<file path="src/rtl/gpio_shift_out_if.sv">
// Parallel-load / serial-out GPIO bus: upstream word and handshake plus the three
// shift-register pins. The master drives data_in/start, the slave (the shifter) drives the rest.
interface gpio_shift_out_if #(
   parameter int unsigned WIDTH = 32
);
   logic [WIDTH-1:0] data_in;
   logic             start;
   logic             busy;
   logic             done;
   logic             ser_data;
   logic             ser_clk;
   logic             ser_latch;

   modport master (
      output data_in, start,
      input  busy, done, ser_data, ser_clk, ser_latch
   );

   modport slave (
      input  data_in, start,
      output busy, done, ser_data, ser_clk, ser_latch
   );
endinterface

</file>
<file path="src/rtl/gpio_shift_out.sv">
// Serialises a WIDTH-bit word MSB-first onto an external shift register
// (data / shift clock / latch), each serial phase lasting CLK_DIV cycles.
module gpio_shift_out #(
   parameter int unsigned WIDTH   = 32,
   parameter int unsigned CLK_DIV = 25
) (
   input  logic            CLOCK_50,
   input  logic            resetn,
   gpio_shift_out_if.slave bus
);

   localparam int unsigned BIT_W = $clog2(WIDTH);
   localparam int unsigned PH_W  = (CLK_DIV > 1) ? $clog2(CLK_DIV) : 1;
   localparam logic [PH_W-1:0]  PH_LAST  = PH_W'(CLK_DIV - 1);
   localparam logic [BIT_W-1:0] BIT_LAST = BIT_W'(WIDTH - 1);

   typedef enum logic [1:0] {
      IDLE  = 2'd0,
      LOW   = 2'd1,
      HIGH  = 2'd2,
      LATCH = 2'd3
   } state_t;

   state_t             state_q,     state_d;
   logic [WIDTH-1:0]   shreg_q,     shreg_d;
   logic [BIT_W-1:0]   bit_q,       bit_d;
   logic [PH_W-1:0]    ph_q,        ph_d;
   logic               ser_data_q,  ser_data_d;
   logic               ser_clk_q,   ser_clk_d;
   logic               ser_latch_q, ser_latch_d;
   logic               busy_q,      busy_d;
   logic               done_q,      done_d;
   logic               phase_end;

   assign phase_end = (ph_q == PH_LAST);

   // State and all registered outputs; reset abandons any transfer in flight.
   always_ff @(posedge CLOCK_50) begin
      if (!resetn) begin
         state_q     <= IDLE;
         shreg_q     <= '0;
         bit_q       <= '0;
         ph_q        <= '0;
         ser_data_q  <= 1'b0;
         ser_clk_q   <= 1'b0;
         ser_latch_q <= 1'b0;
         busy_q      <= 1'b0;
         done_q      <= 1'b0;
      end else begin
         state_q     <= state_d;
         shreg_q     <= shreg_d;
         bit_q       <= bit_d;
         ph_q        <= ph_d;
         ser_data_q  <= ser_data_d;
         ser_clk_q   <= ser_clk_d;
         ser_latch_q <= ser_latch_d;
         busy_q      <= busy_d;
         done_q      <= done_d;
      end
   end

   // Next state; ser_data only moves together with a falling (or idle) ser_clk.
   always_comb begin
      state_d     = state_q;
      shreg_d     = shreg_q;
      bit_d       = bit_q;
      ph_d        = ph_q;
      ser_data_d  = ser_data_q;
      ser_clk_d   = ser_clk_q;
      ser_latch_d = ser_latch_q;
      busy_d      = busy_q;
      done_d      = 1'b0;

      case (state_q)
         IDLE: begin
            if (bus.start) begin
               shreg_d    = bus.data_in;
               bit_d      = BIT_LAST;
               ph_d       = '0;
               ser_data_d = bus.data_in[WIDTH-1];
               ser_clk_d  = 1'b0;
               busy_d     = 1'b1;
               state_d    = LOW;
            end
         end

         LOW: begin
            if (phase_end) begin
               ph_d      = '0;
               ser_clk_d = 1'b1;
               state_d   = HIGH;
            end else begin
               ph_d = ph_q + PH_W'(1);
            end
         end

         HIGH: begin
            if (phase_end) begin
               ph_d      = '0;
               ser_clk_d = 1'b0;
               if (bit_q != '0) begin
                  shreg_d    = shreg_q << 1;
                  ser_data_d = shreg_q[WIDTH-2];
                  bit_d      = bit_q - BIT_W'(1);
                  state_d    = LOW;
               end else begin
                  ser_latch_d = 1'b1;
                  ser_data_d  = 1'b0;
                  state_d     = LATCH;
               end
            end else begin
               ph_d = ph_q + PH_W'(1);
            end
         end

         LATCH: begin
            if (phase_end) begin
               ph_d        = '0;
               ser_latch_d = 1'b0;
               busy_d      = 1'b0;
               done_d      = 1'b1;
               state_d     = IDLE;
            end else begin
               ph_d = ph_q + PH_W'(1);
            end
         end

         default: begin
            state_d = IDLE;
         end
      endcase
   end

   assign bus.ser_data  = ser_data_q;
   assign bus.ser_clk   = ser_clk_q;
   assign bus.ser_latch = ser_latch_q;
   assign bus.busy      = busy_q;
   assign bus.done      = done_q;

endmodule
</file>
<file path="src/flat_wrapper.sv">
// flat-port wrapper written by rule: the top's interface ports become plain ports
module gpio_shift_out_flat 
#(
   parameter int unsigned WIDTH   = 32,
   parameter int unsigned CLK_DIV = 25
)
  (CLOCK_50, resetn, bus_data_in, bus_start, bus_busy, bus_done, bus_ser_data, bus_ser_clk, bus_ser_latch);
  gpio_shift_out_if #(.WIDTH(WIDTH)) bus_i ();
  input  logic CLOCK_50;
  input  logic resetn;
  input wire logic [$bits(bus_i.data_in)-1:0] bus_data_in;
  input wire logic [$bits(bus_i.start)-1:0] bus_start;
  output wire logic [$bits(bus_i.busy)-1:0] bus_busy;
  output wire logic [$bits(bus_i.done)-1:0] bus_done;
  output wire logic [$bits(bus_i.ser_data)-1:0] bus_ser_data;
  output wire logic [$bits(bus_i.ser_clk)-1:0] bus_ser_clk;
  output wire logic [$bits(bus_i.ser_latch)-1:0] bus_ser_latch;
  assign bus_i.data_in = bus_data_in;
  assign bus_i.start = bus_start;
  assign bus_busy = bus_i.busy;
  assign bus_done = bus_i.done;
  assign bus_ser_data = bus_i.ser_data;
  assign bus_ser_clk = bus_i.ser_clk;
  assign bus_ser_latch = bus_i.ser_latch;
  gpio_shift_out #(.WIDTH(WIDTH), .CLK_DIV(CLK_DIV)) u_core (.CLOCK_50(CLOCK_50), .resetn(resetn), .bus(bus_i));
endmodule
</file>
<file path="config.mk">
export PLATFORM = sky130hd
export DESIGN_NAME = gpio_shift_out_flat
export DESIGN_NICKNAME = d
export VERILOG_FILES = /design/src/rtl/gpio_shift_out_if.sv /design/src/rtl/gpio_shift_out.sv /design/src/flat_wrapper.sv
export SDC_FILE = /design/constraint.sdc
export NUM_CORES = 1
export LEC_CHECK = 0
export CAP_MARGIN = 20
export CORE_MARGIN = 2
export CORE_UTILIZATION = 45
export DETAILED_ROUTE_END_ITERATION = 10
export HOLD_SLACK_MARGIN = 0.1
export PLACE_DENSITY = 0.73
export SYNTH_ARGS = -nofsm -noshare
export SYNTH_HDL_FRONTEND = slang
export SYNTH_SLANG_ARGS = --single-unit
</file>
<file path="constraint.sdc">
create_clock -name CLOCK_50 -period 2.6 [get_ports CLOCK_50]
set_input_delay 0.78 -clock CLOCK_50 [delete_from_list [all_inputs] [get_ports CLOCK_50]]
set_output_delay 0.78 -clock CLOCK_50 [all_outputs]
set_load 0.1 [all_outputs]
</file>
==> flow_metrics.tcl <==
set metrics [dict create \
    port-buffer-count 39 \
    syn2layout_area_growth_pct 24.3 \
    post-place-cells 336 \
    fp-row-count 25 \
    ys_ff_latch 48 \
    die_area_mm2 0.00547 \
    final_common_cell "dfxtp_1" \
    gp_congestion 0.792 \
    clk_pin_slew_worst_paths_ns 0.09 \
    wire_per_inst_um 12.5 \
    via_per_inst 5.32 \
    cp-start-kind "flip-flop" \
    cts_setup_buffers 0 \
    cts_buffer_depth 2 \
    yosysUniqueCellTypes 33 \
    hold_class "reg -> reg" \
    worstPathRequired_ns 2.78 \
    antenna_found_initial 0 \
    avgSynthCellArea_um2 9.09 \
    fin_crit_sh_pct 75.3 \
    cts_sinks 48 \
    core_area_mm2 0.00472 \
    final_cell_mix "47 x dfxtp_1, 40 x a21oi_1, 34 x clkdlybuf4s50_1" \
    cp.arrival_ns 2.14 \
    fin_worst_skew_ns 0.00841 \
    grt_pass1_wl_mm 7.07 \
    synth-main-ff-cell "dfxtp_1" \
    powerDensity_mw_per_mm2 607 \
    worstSkewPairLatency_ns 0.30 \
    drc_errors 0 \
    synth_area_mm2 0.00220 \
    setup.worst_path.end_class "flip-flop" \
    synth_edf_count 0 \
    synth-seq-area-share_pct 43.7 \
    clock.fmax_mhz 511 \
    cts_root_buffer "clkbuf_8" \
    maxCapViolCount 0 \
    cts_resized 0 \
    yosysWarnings 0 \
    die_h_um 73.9 \
    finalSetupViolCount 0 \
    initial_core_util_pct 46.6 \
    hold_slack_ns 0.479 \
    nets 314 \
    power_leakage_nw 0.982 \
    drv_slew 0 \
    grt_max_degree 43 \
    cts_tree "yes" \
    synthesis.nets 280 \
    hold_violations 0 \
    fp.dieW_um 73.9 \
    cts.hold.buffers_added 0 \
    vias 1831 \
    path_class "reg -> reg" \
    ctsHtreeMaxLevel 2 \
    async_flop_share_pct 0 \
    dp_hpwl_mm 2.94 \
    layout-drive-gt1-share_pct 9.75 \
    drtPass1Iterations 4 \
    status "completed" \
    grt_pass1_vias 1595 \
    synth.area.top_cells "dfxtp_1 44%, mux2i_1 14%, a21oi_1 9.1%" \
    wirelength_mm 4.30 \
    critPathMaxFanout 42 \
    grt_setup_unrepaired "false" \
    synthCells 242 \
    synth_top_area_cell "dfxtp_1" \
    grt_overflow 0 \
    fin_crit_ns 1.96 \
    grtUsageTotal_pct 16.6 \
    max_slew_margin_pct 62.1 \
    antenna_left 0 \
    worst_pin_slew_ns 0.561 \
    final.setup.tns_ns 0 \
    diodes 0 \
    layout.cells.non_filler 344 \
    vdd_drop_max_uv 298 \
    pin_count 40 \
    cts_inserted_buffers 5 \
    detail_route.iter0.violations 155 \
    synth_top_cell_area_share_pct 43.7 \
]
## layout make-up
class / count / area [µm²]
Multi-Input combinational cell: 168 / 1080
Clock buffer: 7 / 96.3
Clock inverter: 1 / 30.0
Fill cell: 438 / 1990
Tap cell: 67 / 83.8
Inverter: 8 / 30.0
Timing Repair Buffer: 45 / 448
Sequential cell: 48 / 962
## per-stage QoR
step | worst slack, ns | cell area [µm²] | util, % | power (mW)
after global routing | 0.458 | 2740 | 57.9 | 1.74
after detailed placement | 0.366 | 2610 | 55.2 | 1.09
after CTS | 0.640 | 2740 | 57.9 | 1.67
final | 0.642 | 2740 | 57.9 | 1.66
after floorplan | 0.804 | 2200 | - | 1.01
after global placement | 0.380 | 2610 | 55.2 | 1.09
## cell usage after synthesis, drive strengths merged, types with 2 or more instances
master,number
nor3,5
buf,10
mux2i,31
nand2,8
o21ai,41
dfxtp,48
a31oi,5
a211oi,3
ha,3
nor2,11
a21oi,40
inv,8
clkbuf,8
nor2b,3
nand3,2
nand3b,3
## path summary, 6_finish.rpt
kind	depth (start not counted)	end	from	slack [ns]
min	2	u_core.bus.busy	u_core.bus.busy	0.48
min reg2reg	2	u_core.bus.busy	u_core.bus.busy	0.48
max	7	u_core.shreg_q[16]	u_core.bit_q[0]	0.64
max reg2reg	7	u_core.shreg_q[16]	u_core.bit_q[0]	0.64
## routing by layer
| layer | vias to the layer above | track usage (%) | routed length, µm |
|---|---|---|---|
| li1 | 950 | - | - |
| met1 | 836 | 21.3 | 2030 |
| met2 | 43 | 27.3 | 2060 |
| met3 | 2 | 5.01 | 183 |
| met4 | 0 | 4.44 | 18 |
| met5 | - | 0 | 0 |
## cells by family (layout without fill, tap and decap cells)
logic type	count (synthesis)	after routing	share of synthesized area (%)
DFF	48	48	43.7
AOI/OAI and AO/OA	94	94	23.4
muxes	31	31	14.1
and+or+nand+nor	40	40	10.0
buffers and inverters	26	61	7.11
adders and majority gates	3	3	1.71
## state kept, by name, summed over array words and instances (netlist names)
signal and cells:
u_core.shreg_q 31, u_core.bit_q 5, u_core.ph_q 5, u_core.state_q 2, u_core.bus.busy 1, u_core.bus.done 1, u_core.bus.ser_clk 1, u_core.bus.ser_data 1
u_core.bus.ser_latch 1
## where the power goes
part / internal (mW) / total, mW / switching [mW]
sequential: 0.791 / 0.830 / 0.0391
combinational: 0.122 / 0.246 / 0.125
clock: 0.339 / 0.584 / 0.244
total: 1.25 / 1.66 / 0.408
## critical path, stage by stage (launching register included)
cell	delay [ns]
dfxtp_1	0.34
inv_1	0.06
ha_1	0.22
or4b_4	0.50
a41o_2	0.33
buf_12	0.19
o21ai_1	0.14
a21oi_1	0.05
(Power assumes the default switching activity.)
